[config.mk]
export PLATFORM = sky130hd
export DESIGN_NAME = tvp_capture
export DESIGN_NICKNAME = d
export VERILOG_FILES = /design/src/rtl/hp2vga_pkg.sv /design/src/rtl/tvp_edge_detect.sv /design/src/rtl/tvp_capture.sv
export SDC_FILE = /design/constraint.sdc
export NUM_CORES = 1
export LEC_CHECK = 0
export CAP_MARGIN = 10
export CORE_MARGIN = 1.5
export CORE_UTILIZATION = 54
export CTS_BUF_LIST = sky130_fd_sc_hd__clkbuf_16
export DETAILED_ROUTE_END_ITERATION = 8
export GPL_ROUTABILITY_DRIVEN = 0
export PLACE_DENSITY = 0.81
export SYNTH_ARGS = -nofsm -noshare
export SYNTH_HDL_FRONTEND = slang
export SYNTH_SLANG_ARGS = --single-unit
[constraint.sdc]
create_clock -name TVP_CLK -period 2.5 [get_ports TVP_CLK]
set_input_delay 0.5 -clock TVP_CLK [delete_from_list [all_inputs] [get_ports TVP_CLK]]
set_output_delay 0.5 -clock TVP_CLK [all_outputs]
set_load 0.02 [all_outputs]
[src/rtl/hp2vga_pkg.sv]
// Shared definitions for the TVP video capture front end.
//   lock_state_t : encodings of the line-lock state machine
//   CNT_SAT      : saturation value of the 10-bit line/pixel counters
//   MATCH_LOCK   : number of consecutive good lines needed to lock
//   sat_inc()    : 10-bit increment that sticks at CNT_SAT
package hp2vga_pkg;

    typedef enum logic [1:0] {
        LK_UNLOCKED = 2'd0,
        LK_TRACK    = 2'd1,
        LK_LOCK     = 2'd2
    } lock_state_t;

    localparam logic [9:0] CNT_SAT    = 10'd1023;
    localparam logic [1:0] MATCH_LOCK = 2'd3;

    function automatic logic [9:0] sat_inc(input logic [9:0] v);
        return (v == CNT_SAT) ? v : v + 10'd1;
    endfunction

endpackage

[src/rtl/tvp_edge_detect.sv]
// Two-stage input register with a single edge pulse.
//   clk, rst_n : clock, asynchronous active-low reset
//   d          : raw input (a sync line, idle high)
//   pulse      : high for one cycle when stage1/stage2 show the selected edge
//                (RISE=1: stage2=0, stage1=1; RISE=0: stage2=1, stage1=0)
// Both stages reset to 1 so an idle-high sync line produces no edge at reset.
module tvp_edge_detect #(
    parameter logic RISE = 1'b1
) (
    input  logic clk,
    input  logic rst_n,
    input  logic d,
    output logic pulse
);

    logic s1_q, s1_d;
    logic s2_q, s2_d;

    always_comb begin
        s1_d = d;
        s2_d = s1_q;
    end

    always_ff @(posedge clk or negedge rst_n) begin
        if (!rst_n) begin
            s1_q <= 1'b1;
            s2_q <= 1'b1;
        end else begin
            s1_q <= s1_d;
            s2_q <= s2_d;
        end
    end

    assign pulse = RISE ? (s1_q & ~s2_q) : (~s1_q & s2_q);

endmodule

[src/rtl/tvp_capture.sv]
// Captures active video from a TVP-style decoder into a pixel write port.
//   TVP_CLK, RST_N          : pixel clock, asynchronous active-low reset
//   TVP_HSYNC, TVP_VSYNC    : active-low line / frame sync
//   TVP_VIDEO[9:0]          : pixel sample
//   PIX_X, PIX_Y, PIX_DATA  : active pixel coordinates and top 8 data bits
//   PIX_VALID               : write strobe for X/Y/DATA
//   LINE_LEN                : last measured line length in clocks
//   LOCKED                  : line timing stable (four identical lines seen)
//   FRAME_START             : one-clock pulse at the first line of a frame
// The line starts on the HSYNC rising edge. H_CNT is aligned with the second
// video stage, so the sample taken together with the first high HSYNC sample
// has H_CNT=0 and every output lands two clocks after the sampling edge.
module tvp_capture
    import hp2vga_pkg::*;
#(
    parameter int unsigned H_START  = 16,
    parameter int unsigned H_ACTIVE = 640,
    parameter int unsigned V_START  = 0,
    parameter int unsigned V_ACTIVE = 480,
    parameter int unsigned LINE_MIN = 64
) (
    input  logic       TVP_CLK,
    input  logic       RST_N,
    input  logic       TVP_HSYNC,
    input  logic       TVP_VSYNC,
    input  logic [9:0] TVP_VIDEO,
    output logic [9:0] PIX_X,
    output logic [9:0] PIX_Y,
    output logic [7:0] PIX_DATA,
    output logic       PIX_VALID,
    output logic [9:0] LINE_LEN,
    output logic       LOCKED,
    output logic       FRAME_START
);

    logic hs_rise;
    logic vs_fall;

    tvp_edge_detect #(.RISE(1'b1)) u_hs_edge (
        .clk   (TVP_CLK),
        .rst_n (RST_N),
        .d     (TVP_HSYNC),
        .pulse (hs_rise)
    );

    tvp_edge_detect #(.RISE(1'b0)) u_vs_edge (
        .clk   (TVP_CLK),
        .rst_n (RST_N),
        .d     (TVP_VSYNC),
        .pulse (vs_fall)
    );

    logic [9:0]  vid_s1_q, vid_s1_d;
    logic [9:0]  vid_s2_q, vid_s2_d;
    logic [9:0]  h_cnt_q, h_cnt_d;
    logic [9:0]  v_cnt_q, v_cnt_d;
    logic        arm_q, arm_d;
    logic [9:0]  line_len_q, line_len_d;
    logic        frame_start_q, frame_start_d;
    lock_state_t state_q, state_d;
    logic [1:0]  match_q, match_d;
    logic        locked_q, locked_d;
    logic        pix_valid_q, pix_valid_d;
    logic [9:0]  pix_x_q, pix_x_d;
    logic [9:0]  pix_y_q, pix_y_d;
    logic [7:0]  pix_data_q, pix_data_d;

    logic [9:0]  new_len;
    logic        good_line;
    logic        frame_go;
    logic        in_h;
    logic        in_v;

    // Counters, line length and frame arming
    always_comb begin
        vid_s1_d = TVP_VIDEO;
        vid_s2_d = vid_s1_q;

        new_len    = h_cnt_q + 10'd1;
        h_cnt_d    = hs_rise ? 10'd0 : sat_inc(h_cnt_q);
        line_len_d = hs_rise ? new_len : line_len_q;

        // A VSYNC fall in the same cycle as the HSYNC rise counts as already
        // armed, so that very HSYNC edge begins the frame.
        frame_go      = hs_rise & (arm_q | vs_fall);
        arm_d         = (arm_q | vs_fall) & ~hs_rise;
        frame_start_d = frame_go;

        v_cnt_d = v_cnt_q;
        if (frame_go) begin
            v_cnt_d = 10'd0;
        end else if (hs_rise) begin
            v_cnt_d = sat_inc(v_cnt_q);
        end

        good_line = (new_len == line_len_q) && (32'(new_len) >= LINE_MIN);
    end

    // Lock state machine: next state and match count
    always_comb begin
        state_d = state_q;
        match_d = match_q;
        case (state_q)
            LK_UNLOCKED: begin
                if (hs_rise && good_line) begin
                    state_d = LK_TRACK;
                    match_d = 2'd1;
                end
            end
            LK_TRACK: begin
                if (hs_rise) begin
                    if (good_line) begin
                        match_d = match_q + 2'd1;
                        if (match_q + 2'd1 == MATCH_LOCK) begin
                            state_d = LK_LOCK;
                        end
                    end else begin
                        state_d = LK_UNLOCKED;
                        match_d = 2'd0;
                    end
                end
            end
            LK_LOCK: begin
                // A saturated H_CNT means HSYNC has gone missing.
                if ((hs_rise && !good_line) || (h_cnt_q == CNT_SAT)) begin
                    state_d = LK_UNLOCKED;
                    match_d = 2'd0;
                end
            end
            default: begin
                state_d = LK_UNLOCKED;
                match_d = 2'd0;
            end
        endcase
        locked_d = (state_d == LK_LOCK);
    end

    // Pixel write port
    always_comb begin
        in_h = (32'(h_cnt_q) >= H_START) && (32'(h_cnt_q) < H_START + H_ACTIVE);
        in_v = (32'(v_cnt_q) >= V_START) && (32'(v_cnt_q) < V_START + V_ACTIVE);

        pix_valid_d = (state_q == LK_LOCK) && in_h && in_v;
        pix_x_d     = pix_valid_d ? (h_cnt_q - H_START[9:0]) : pix_x_q;
        pix_y_d     = pix_valid_d ? (v_cnt_q - V_START[9:0]) : pix_y_q;
        pix_data_d  = vid_s2_q[9:2];
    end

    always_ff @(posedge TVP_CLK or negedge RST_N) begin
        if (!RST_N) begin
            vid_s1_q      <= 10'd0;
            vid_s2_q      <= 10'd0;
            h_cnt_q       <= 10'd0;
            v_cnt_q       <= 10'd0;
            arm_q         <= 1'b0;
            line_len_q    <= 10'd0;
            frame_start_q <= 1'b0;
            state_q       <= LK_UNLOCKED;
            match_q       <= 2'd0;
            locked_q      <= 1'b0;
            pix_valid_q   <= 1'b0;
            pix_x_q       <= 10'd0;
            pix_y_q       <= 10'd0;
            pix_data_q    <= 8'd0;
        end else begin
            vid_s1_q      <= vid_s1_d;
            vid_s2_q      <= vid_s2_d;
            h_cnt_q       <= h_cnt_d;
            v_cnt_q       <= v_cnt_d;
            arm_q         <= arm_d;
            line_len_q    <= line_len_d;
            frame_start_q <= frame_start_d;
            state_q       <= state_d;
            match_q       <= match_d;
            locked_q      <= locked_d;
            pix_valid_q   <= pix_valid_d;
            pix_x_q       <= pix_x_d;
            pix_y_q       <= pix_y_d;
            pix_data_q    <= pix_data_d;
        end
    end

    assign PIX_X       = pix_x_q;
    assign PIX_Y       = pix_y_q;
    assign PIX_DATA    = pix_data_q;
    assign PIX_VALID   = pix_valid_q;
    assign LINE_LEN    = line_len_q;
    assign LOCKED      = locked_q;
    assign FRAME_START = frame_start_q;

endmodule
==> load_flow_metrics.sql, run 1 <==
INSERT INTO impl_metrics (metric_group, metric, value, unit) VALUES
('critical_path', 'r2r-end', 'match_q[1]', ''),
('global_routing', 'grt_pass1_wl', '11600', 'µm'),
('global_routing', 'number_of_antenna_violations_at_the_first_check_in_global_routing', '0', ''),
('critical_path', 'cp.required', '2.72', 'ns'),
('outcome', 'run_status', 'finished, violations left', ''),
('cts', 'worstSkewPairLatency', '0.34', 'ns'),
('floorplanning', 'io_pins', '55', ''),
('detailed_routing', 'post_drt_wl_per_cell', '15.1', 'µm'),
('critical_path', 'timing.rr.start', 'h_cnt_q[0]', ''),
('detailed_routing', 'postRouteWirelength', '6900', 'µm'),
('outcome', 'failed_checks', 'DRC', ''),
('synth', 'synth_warnings', '0', ''),
('synth', 'yosys-top-cells-area', 'sky130_fd_sc_hd__dfrtp_1 (56%), sky130_fd_sc_hd__xnor2_1 (4.8%), sky130_fd_sc_hd__a21oi_1 (3.6%)', ''),
('sta', 'max_slew_margin', '0.646', ''),
('critical_path', 'reg2reg_depth', '7', ''),
('power_and_ir_drop', 'power_density', '746', 'nW/µm²'),
('critical_path', 'worst_setup_path_start_kind', 'flip-flop', ''),
('synth', 'post_synth_inst_count', '320', ''),
('synth', 'ys_top_cells_by_count', 'sky130_fd_sc_hd__dfrtp_1 (82), sky130_fd_sc_hd__nand2_1 (31), sky130_fd_sc_hd__a21oi_1 (26), sky130_fd_sc_hd__nor2_1 (21), sky130_fd_sc_hd__xnor2_1 (20)', ''),
('synth', 'synth.cell_area', '3660', 'µm²'),
('critical_path', 'critPathMostFrequentCell', 'sky130_fd_sc_hd__xor2_1', ''),
('cts', 'cts_setup_buffers', '0', ''),
('cts', 'post_cts_resize_count', '0', ''),
('detailed_routing', 'drt_pre_antenna_iters', '6', ''),
('detailed_routing', 'antenna_left', '0', ''),
('critical_path', 'worstPathBufferInverterCount', '0', ''),
('cts', 'ctsHtreeMaxLevel', '3', ''),
('global_routing', 'grt_remaining_overflow', '0', ''),
('critical_path', 'crit_path_cell_trace', 'ha_1, nand4_1, xor2_1, xor2_1, o2111a_2, nand4_2, mux2i_1', ''),
('sta', 'layout_worst_path_cycle_share', '0.884', ''),
('hold_path', 'holdCritPathClass', 'in -> async', ''),
('synth', 'synthesis.area_per_instance', '11.4', 'µm²'),
('synth', 'synth_top_area_frac', '0.560', ''),
('sta', 'setup-tns-final', '0', 'ns'),
('cts', 'hold_buffers', '0', ''),
('floorplanning', 'fp-row-count', '29', ''),
('cts', 'clk_pin_slew', '0.07', 'ns'),
('synth', 'ys_seq_elements', '86', ''),
('synth', 'postSynth.topFlopCell', 'sky130_fd_sc_hd__dfrtp_1', ''),
('power_and_ir_drop', 'cellLeakagePower', '0.00201', 'µW'),
('global_routing', 'pin_count_of_the_biggest_net_entering_global_routing', '50', ''),
('detailed_routing', 'post-route-drc-count', '5', ''),
('critical_path', 'worstPathMaxFanout', '7', ''),
('detailed_routing', 'avgViaCountPerCell', '5.52', ''),
('global_routing', 'first_global_vias', '2416', ''),
('synth', 'seq_area_frac_synth', '0.589', ''),
('synth', 'async_flop_share', '1.00', ''),
('cells_and_area', 'final_cell_area', '4580', 'µm²'),
('sta', 'report.final.hold_viol_count', '0', ''),
('critical_path', 'critical_path.endpoint_type', 'flip-flop', ''),
('critical_path', 'timing.critical_path.slowest_stage_cell', 'sky130_fd_sc_hd__dfrtp_1', ''),
('floorplanning', 'floorplan.die.height', '85.4', 'µm'),
('sta', 'clock-skew-final', '0.00557', 'ns'),
('cells_and_area', 'drive_gt1_frac', '0.113', ''),
('sta', 'setup_viol', '0', ''),
('power_and_ir_drop', 'p_total', '3420', 'µW'),
('cts', 'clock_tree_from_tritoncts', 'yes', ''),
('placement', 'detailed_place_hpwl', '4760', 'µm'),
('synth', 'synth_nets', '341', ''),
('power_and_ir_drop', 'peakVddDrop', '0.399', 'mV'),
('sta', 'tightestPinTransition', '0.529', 'ns'),
('cts', 'cts_sinks', '86', ''),
('sta', 'max_freq', '452', 'MHz'),
('global_routing', 'gr-usage-all-layers', '0.208', ''),
('cells_and_area', 'finalNetCount', '395', ''),
('critical_path', 'criticalPathCategory', 'reg -> reg', ''),
('cells_and_area', 'n_antenna_cell', '0', ''),
('sta', 'unrepaired_setup_endpoints_after_global_routing', 'no', ''),
('detailed_routing', 'drt-initial-drc-count', '165', ''),
('sta', 'final_report_max_slew_violation_count', '0', ''),
('flow_run', 'maxCapViolations', '0', '');
routing by layer:
metal	global-route usage	up-vias	wire, µm
met5	0	-	0
met2	0.339	59	3400
li1	-	1207	-
met1	0.271	1239	3060
met3	0.0389	11	307
met4	0.0968	0	140
cell families (layout without fill, tap and decap cells):
group | count (synthesis) | count (layout) | share of synthesized area
AND/OR/NAND/NOR | 106 | 106 | 0.162
flip-flops | 86 | 86 | 0.589
AO/OA/AOI/OAI | 54 | 54 | 0.0823
XOR/XNOR | 27 | 27 | 0.0646
buffers and inverters | 24 | 83 | 0.0304
multiplexers | 16 | 16 | 0.0485
adder cells (fa/ha/maj) | 7 | 7 | 0.0239
placed cells by master, fill, tap and decap left out, types with 3 or more instances in the layout:
master / count
sky130_fd_sc_hd__nand2_1: 31
sky130_fd_sc_hd__clkbuf_16: 9
sky130_fd_sc_hd__ha_1: 7
sky130_fd_sc_hd__inv_1: 8
sky130_fd_sc_hd__mux2_2: 4
sky130_fd_sc_hd__o21ai_0: 18
sky130_fd_sc_hd__nor2_1: 21
sky130_fd_sc_hd__xor2_1: 7
sky130_fd_sc_hd__nand3_1: 10
sky130_fd_sc_hd__mux2_1: 10
sky130_fd_sc_hd__or3_1: 6
sky130_fd_sc_hd__buf_4: 7
sky130_fd_sc_hd__dfrtp_1: 82
sky130_fd_sc_hd__clkdlybuf4s50_1: 51
sky130_fd_sc_hd__a21oi_1: 26
sky130_fd_sc_hd__nor2b_1: 4
sky130_fd_sc_hd__nand2b_1: 7
sky130_fd_sc_hd__xnor2_1: 20
sky130_fd_sc_hd__nor3_1: 6
sky130_fd_sc_hd__dfstp_2: 4
sky130_fd_sc_hd__nand4_1: 3
registers in the layout (all words and copies together) (netlist names):
register and flops:
LOCKED 1, h_cnt_q 10, u_vs_edge.s2_q 1, match_q 2, vid_s2_q 8, state_q 2, arm_q 1, PIX_X 10
FRAME_START 1, PIX_VALID 1, PIX_DATA 8, u_vs_edge.s1_q 1, vid_s1_q 8, PIX_Y 10, u_hs_edge.s1_q 1, u_hs_edge.s2_q 1
v_cnt_q 10, LINE_LEN 10
through the flow:
stage,std cells,util,setup WS (ns)
3_3_place_gp,440,0.660,0.376
3_5_place_dp,440,0.660,0.308
4_1_cts,456,0.709,0.283
6_report,456,0.709,0.290
2_1_floorplan,320,-,0.454
5_1_grt,456,0.709,0.0949
report_power, final:
group | switching, µW | internal (µW)
clock | 588 | 798
combinational | 245 | 209
sequential | 102 | 1480
total | 934 | 2480
worst max path at each step:
stage / start / endpoint / slack (ns) / cells after the start
after floorplan: h_cnt_q[5] / PIX_X[3] / 0.45 / 9
after global placement: h_cnt_q[0] / match_q[1] / 0.38 / 7
after global routing: h_cnt_q[0] / match_q[1] / 0.09 / 7
after detailed placement: h_cnt_q[0] / match_q[1] / 0.31 / 7
after CTS: h_cnt_q[0] / match_q[1] / 0.28 / 7
final: h_cnt_q[0] / match_q[1] / 0.29 / 7
final cells by class:
cell class | instances | area [µm²]
Sequential cell | 86 | 2160
Timing Repair Buffer | 59 | 583
Fill cell | 484 | 1880
Clock buffer | 9 | 225
Tap cell | 77 | 96.3
Inverter | 8 | 30.0
Multi-Input combinational cell | 210 | 1400
Clock inverter | 7 | 91.3
Power figures use the tool's default switching activity.
==> run 2, diff against run 1 <==
- CAP_MARGIN: 10 -> 20
==> results of run 2 <==
Same layout as run 1: the final DEF is identical, and so are final timing and power.
==> run 3, diff against run 2 <==
--- a/config.mk
+++ b/config.mk
@@ -13,4 +13,5 @@
 export GPL_ROUTABILITY_DRIVEN = 0
 export PLACE_DENSITY = 0.81
+export SLEW_MARGIN = 20
 export SYNTH_ARGS = -nofsm -noshare
 export SYNTH_HDL_FRONTEND = slang
==> constraint.sdc (replaced) <==
create_clock -name TVP_CLK -period 2.5 [get_ports TVP_CLK]
set_input_delay 0.5 -clock TVP_CLK [delete_from_list [all_inputs] [get_ports TVP_CLK]]
set_output_delay 0.5 -clock TVP_CLK [all_outputs]
set_load 0.05 [all_outputs]
==> results of run 3 <==
Same layout as run 1 (identical final DEF). Status: finished, violations left: DRC.
Main changes from that run: total power 3420 µW -> 3490 µW; worst IR drop on VDD 0.399 mV -> 0.401 mV
